$ cat src/rtl/shift_chain_pkg.sv
// Shared types and helpers for the shift_chain block: operation modes and
// fill-count width derivation.
package shift_chain_pkg;

  typedef enum logic [1:0] {
    MODE_SHR  = 2'b00,
    MODE_SHL  = 2'b01,
    MODE_LOAD = 2'b10,
    MODE_HOLD = 2'b11
  } mode_t;

  // Fill count must reach DEPTH inclusive, hence DEPTH+1 codes.
  function automatic int unsigned cw_of(input int unsigned depth);
    return $clog2(depth + 1);
  endfunction

endpackage

$ cat src/rtl/shift_chain_fill.sv
// Saturating fill counter for shift_chain: clr wins over set_full, which wins
// over inc; full is decoded from the registered count only.
module shift_chain_fill
  import shift_chain_pkg::*;
#(
  parameter int unsigned DEPTH = 3,
  parameter int unsigned CW    = cw_of(DEPTH)
) (
  input  logic          clk,
  input  logic          rst_n,
  input  logic          inc,
  input  logic          set_full,
  input  logic          clr,
  output logic [CW-1:0] fill_cnt,
  output logic          full
);

  localparam logic [CW-1:0] FULL_VAL = CW'(DEPTH);

  always_ff @(posedge clk or negedge rst_n) begin
    if (!rst_n) begin
      fill_cnt <= '0;
    end else if (clr) begin
      fill_cnt <= '0;
    end else if (set_full) begin
      fill_cnt <= FULL_VAL;
    end else if (inc && (fill_cnt != FULL_VAL)) begin
      fill_cnt <= fill_cnt + CW'(1);
    end
  end

  assign full = (fill_cnt == FULL_VAL);

endmodule

$ cat src/rtl/shift_chain.sv
// Multi-tap bidirectional shift register with parallel load, hold, flush and
// fill tracking. Define SHIFT_CHAIN_ROTATE_EN to add the rot port (rotate shifts).
module shift_chain
  import shift_chain_pkg::*;
#(
  parameter int unsigned WIDTH = 1,
  parameter int unsigned DEPTH = 3,
  parameter int unsigned CW    = cw_of(DEPTH)
) (
  input  logic                   clk,
  input  logic                   rst_n,
  input  logic                   en,
  input  logic [1:0]             mode,
  input  logic [WIDTH-1:0]       din,
  input  logic [DEPTH*WIDTH-1:0] pdata,
  input  logic                   flush,
`ifdef SHIFT_CHAIN_ROTATE_EN
  input  logic                   rot,
`endif
  output logic [DEPTH*WIDTH-1:0] taps,
  output logic [WIDTH-1:0]       dout,
  output logic [WIDTH-1:0]       doutf,
  output logic [CW-1:0]          fill_cnt,
  output logic                   full
);

  logic [WIDTH-1:0] stage     [DEPTH];
  logic [WIDTH-1:0] stage_nxt [DEPTH];
  logic             rot_sel;
  logic             inc;
  logic             set_full;

`ifdef SHIFT_CHAIN_ROTATE_EN
  assign rot_sel = rot;
`else
  assign rot_sel = 1'b0;
`endif

  always_comb begin
    stage_nxt = stage;
    inc       = 1'b0;
    set_full  = 1'b0;
    if (flush) begin
      for (int i = 0; i < DEPTH; i++) stage_nxt[i] = '0;
    end else if (en) begin
      unique case (mode_t'(mode))
        MODE_SHR: begin
          stage_nxt[0] = rot_sel ? stage[DEPTH-1] : din;
          for (int i = 1; i < DEPTH; i++) stage_nxt[i] = stage[i-1];
          inc = !rot_sel;
        end
        MODE_SHL: begin
          stage_nxt[DEPTH-1] = rot_sel ? stage[0] : din;
          for (int i = 0; i < DEPTH-1; i++) stage_nxt[i] = stage[i+1];
          inc = !rot_sel;
        end
        MODE_LOAD: begin
          for (int i = 0; i < DEPTH; i++) stage_nxt[i] = pdata[i*WIDTH +: WIDTH];
          set_full = 1'b1;
        end
        default: ;
      endcase
    end
  end

  always_ff @(posedge clk or negedge rst_n) begin
    if (!rst_n) begin
      for (int i = 0; i < DEPTH; i++) stage[i] <= '0;
    end else begin
      stage <= stage_nxt;
    end
  end

  for (genvar g = 0; g < DEPTH; g++) begin : g_taps
    assign taps[g*WIDTH +: WIDTH] = stage[g];
  end

  assign dout  = stage[DEPTH-1];
  assign doutf = stage[0];

  shift_chain_fill #(
    .DEPTH (DEPTH),
    .CW    (CW)
  ) u_fill (
    .clk      (clk),
    .rst_n    (rst_n),
    .inc      (inc),
    .set_full (set_full),
    .clr      (flush),
    .fill_cnt (fill_cnt),
    .full     (full)
  );

endmodule

$ cat config.mk
export PLATFORM = sky130hd
export DESIGN_NAME = shift_chain
export DESIGN_NICKNAME = d
export VERILOG_FILES = /design/src/rtl/shift_chain_pkg.sv /design/src/rtl/shift_chain_fill.sv /design/src/rtl/shift_chain.sv
export SDC_FILE = /design/constraint.sdc
export NUM_CORES = 1
export LEC_CHECK = 0
export CORE_AREA = 5 5 42 44
export CTS_CLUSTER_SIZE = 28
export DETAILED_ROUTE_END_ITERATION = 10
export DIE_AREA = 0 0 47 49
export HOLD_SLACK_MARGIN = 0.15
export PLACE_DENSITY_LB_ADDON = 0.3
export SYNTH_ARGS = -nofsm -noshare
export SYNTH_HDL_FRONTEND = slang
export SYNTH_SLANG_ARGS = --single-unit
$ cat constraint.sdc
create_clock -name clk -period 4 [get_ports clk]
set_input_delay 0.6 -clock clk [delete_from_list [all_inputs] [get_ports clk]]
set_output_delay 0.6 -clock clk [all_outputs]
set_load 0.05 [all_outputs]
==> impl_metrics.toml <==
[status]
outcome = "finished, final reports clean"

[critical_path]
standard_cell_with_the_maximum_stage_delay_on_the_critical_path = "sky130_fd_sc_hd__clkdlybuf4s50_1"
critPathCaptureType = "output port"
critical_path.startpoint_type = "flip-flop"
setup.worst_path.class = "flip-flop to output port"
worstPathArrival_ps = 1600
critical_path.max_fanout = 4
worstPathBufferInverterCount = 1
cp_top_family = "buffers and inverters"
cp_data_required_time_ps = 3400
critical-path-max-stage-delay_ps = 800
critical_path_cell_sequence = "ha_1 -> clkdlybuf4s50_1"

[sta]
worstMarginPinSlew_ps = 497
finalClockSkew_ps = 0.0701
ratio_of_final_minimum_period_to_clock_period = 0.551
fmax_mhz = 454
setup_viol = 0
final-hold-violation-count = 0
fin_tns_setup_ps = 0
maxSlewViolCount = 0
unrepaired_setup_endpoints_after_global_routing = "false"
max_slew_margin = 0.667
post-route-min-period_ps = 2200
layout_setup_ws_ps = 1800

[floorplan]
die_width_um = 47
core-area_sq_um = 1400
die-area_sq_um = 2300
fp.dieH_um = 49
num_io_pins = 18
placement_rows = 14
floorplan.initialDensity = 0.261

[clocking]
holdBufCountCts = 0
worst_setup_hold_path_clk_slew_ps = 40
cts_made_buffers = 3
clock_tree.htree_level_count = 1
cts_buffer_depth = 2
cts_sinks = 5
insertion_delay_ps = 240
cts.repair.resized = 0
tritoncts = "yes"
cts.root.buffer_cell = "sky130_fd_sc_hd__clkbuf_4"
post_cts.repair.setup_buffers = 0

[power]
leakage_nw = 0.246
vdd_ir_drop_max_mv = 0.0807
pwr_density_cell_nw_per_um2 = 318

[global_routing]
grt_pass1_wl_um = 1220
antenna_found_initial = 0
grt_start_max_net_pins = 7
overall_routing_resource_usage = 0.0763
grt_overflow_total = 0
grt_pass1_vias = 300

[route]
drc = 0
count_of_vias_placed_by_the_detailed_router = 360
wl_per_cell_um = 10.8
ant_nets = 0
wl_um = 801
avg_vias_per_cell = 4.86
first_pass_iters = 4
initialDrtViolationCount = 9

[job]
maxCapViolCount = 0

[finish]
area_growth_pct = 55.1
proportion_of_layout_cells_with_a_drive_suffix_above_1 = 0.0690
number_of_antenna_repair_diodes = 0
filler_cell_count = 145
stdcell_area_sq_um = 567
final_net_count = 74

[placement]
numPortBuffers = 17
placedInstanceArea_sq_um = 541
dp_hpwl_um = 664
routabilityCongestion = 0.665
place_ws_ps = 1830

[synth]
synth.avg_cell_area_sq_um = 9.37
syn-cell-area_sq_um = 365
sequential_to_total_area_share_from_yosys_stat = 0.342
syn_nets = 54
postSynthRegisterBits = 5
ys_types = 19
synthesis.instances = 39
ys.warnings.count = 0

[min_path]
min-delay-path-class = "flip-flop to flip-flop"
==> path summary, 6_finish.rpt <==
| path | startpoint | end | slack (ps) | depth (start not counted) |
|---|---|---|---|---|
| setup / recovery | u_fill.fill_cnt[0] | full | 1800 | 2 |
| hold / removal | taps[1] | taps[1] | 560 | 1 |
| setup reg to reg | u_fill.fill_cnt[0] | u_fill.fill_cnt[1] | 2530 | 4 |
| hold reg to reg | taps[1] | taps[1] | 560 | 1 |
| max in group asynchronous | rst_n | u_fill.fill_cnt[0] | 3240 | 1 |
| min in group asynchronous | rst_n | dout | 570 | 1 |
==> synth_stat cells <==
cell type	n	area share
sky130_fd_sc_hd__dfrtp_1	5	0.34
sky130_fd_sc_hd__a22oi_1	3	0.062
sky130_fd_sc_hd__o31ai_1	1	0.021
sky130_fd_sc_hd__ha_1	5	0.17
sky130_fd_sc_hd__a21oi_1	4	0.055
sky130_fd_sc_hd__nor2_2	1	0.017
sky130_fd_sc_hd__or2_0	1	0.017
sky130_fd_sc_hd__nor2_1	4	0.041
sky130_fd_sc_hd__buf_4	2	0.041
sky130_fd_sc_hd__or3_1	1	0.017
sky130_fd_sc_hd__a31oi_1	1	0.017
sky130_fd_sc_hd__nand2_1	1	0.010
sky130_fd_sc_hd__o21ai_0	1	0.014
sky130_fd_sc_hd__a22o_1	3	0.072
sky130_fd_sc_hd__and2b_1	1	0.021
sky130_fd_sc_hd__a211oi_1	1	0.021
sky130_fd_sc_hd__inv_1	2	0.021
sky130_fd_sc_hd__a2111oi_0	1	0.024
sky130_fd_sc_hd__nand2b_1	1	0.017
==> per-layer routing <==
| layer | routed length, um | vias to the layer above | share of wire | global-route usage |
|---|---|---|---|---|
| met5 | 0 | - | 0 | 0 |
| met4 | 37 | 0 | 0.046 | 0.0968 |
| met3 | 68 | 4 | 0.085 | 0.0148 |
| met2 | 325 | 14 | 0.41 | 0.0905 |
| met1 | 369 | 161 | 0.46 | 0.0956 |
| li1 | - | 181 | - | - |
==> layout by cell type (no fill, tap or decap) <==
master | synthesis | layout
sky130_fd_sc_hd__nand2_1 | 1 | 1
sky130_fd_sc_hd__and2b_1 | 1 | 1
sky130_fd_sc_hd__nand2b_1 | 1 | 1
sky130_fd_sc_hd__a211oi_1 | 1 | 1
sky130_fd_sc_hd__ha_1 | 5 | 5
sky130_fd_sc_hd__a22oi_1 | 3 | 3
sky130_fd_sc_hd__o21ai_0 | 1 | 1
sky130_fd_sc_hd__nor2_2 | 1 | 1
sky130_fd_sc_hd__a22o_1 | 3 | 3
sky130_fd_sc_hd__a31oi_1 | 1 | 1
sky130_fd_sc_hd__or2_0 | 1 | 1
sky130_fd_sc_hd__o31ai_1 | 1 | 1
sky130_fd_sc_hd__nor2_1 | 4 | 4
sky130_fd_sc_hd__clkbuf_1 | 0 | 1
sky130_fd_sc_hd__or3_1 | 1 | 1
sky130_fd_sc_hd__clkdlybuf4s50_1 | 0 | 17
sky130_fd_sc_hd__clkbuf_4 | 0 | 3
sky130_fd_sc_hd__a2111oi_0 | 1 | 1
sky130_fd_sc_hd__inv_1 | 2 | 2
sky130_fd_sc_hd__dfrtp_1 | 5 | 5
sky130_fd_sc_hd__a21oi_1 | 4 | 4
==> area by class of cell <==
class,count,area [sq um],area share
clock buffer,4,26.3,0.0464
inverter,2,7.51,0.0132
multi-input combinational,30,218,0.384
sequential,5,125,0.221
tap,16,20.0,0.0353
timing repair buffer,17,170,0.300
==> state kept, by name (all words and copies together) (netlist names) <==
| name | cells |
|---|---|
| doutf | 1 |
| u_fill.fill_cnt | 2 |
| taps | 1 |
| dout | 1 |
==> per-stage QoR <==
step / utilization / power, W / instances / hold slack, ps
2_1_floorplan: - / 0.0000988 / 39 / 304
5_1_grt: 0.404 / 0.000190 / 74 / 593
3_5_place_dp: 0.386 / 0.000123 / 70 / 549
6_report: 0.404 / 0.000180 / 74 / 557
3_3_place_gp: 0.386 / 0.000123 / 70 / 561
4_1_cts: 0.404 / 0.000182 / 74 / 559
==> cells by family (layout without fill, tap and decap cells) <==
| logic type | count (synthesis) | in the layout | share of synthesized area |
|---|---|---|---|
| buf+inv | 4 | 23 | 0.0616 |
| simple gates | 10 | 10 | 0.140 |
| flops | 5 | 5 | 0.342 |
| compound gates | 15 | 15 | 0.284 |
| fa+ha+maj | 5 | 5 | 0.171 |
==> power by group <==
part	switching [W]	internal [W]	total, W
combinational	0.0000369	0.0000268	0.0000637
clock	0.0000207	0.0000377	0.0000584
sequential	0.00000380	0.0000546	0.0000584
total	0.0000614	0.000119	0.000180
No activity file was read; power rests on OpenSTA's default activity.
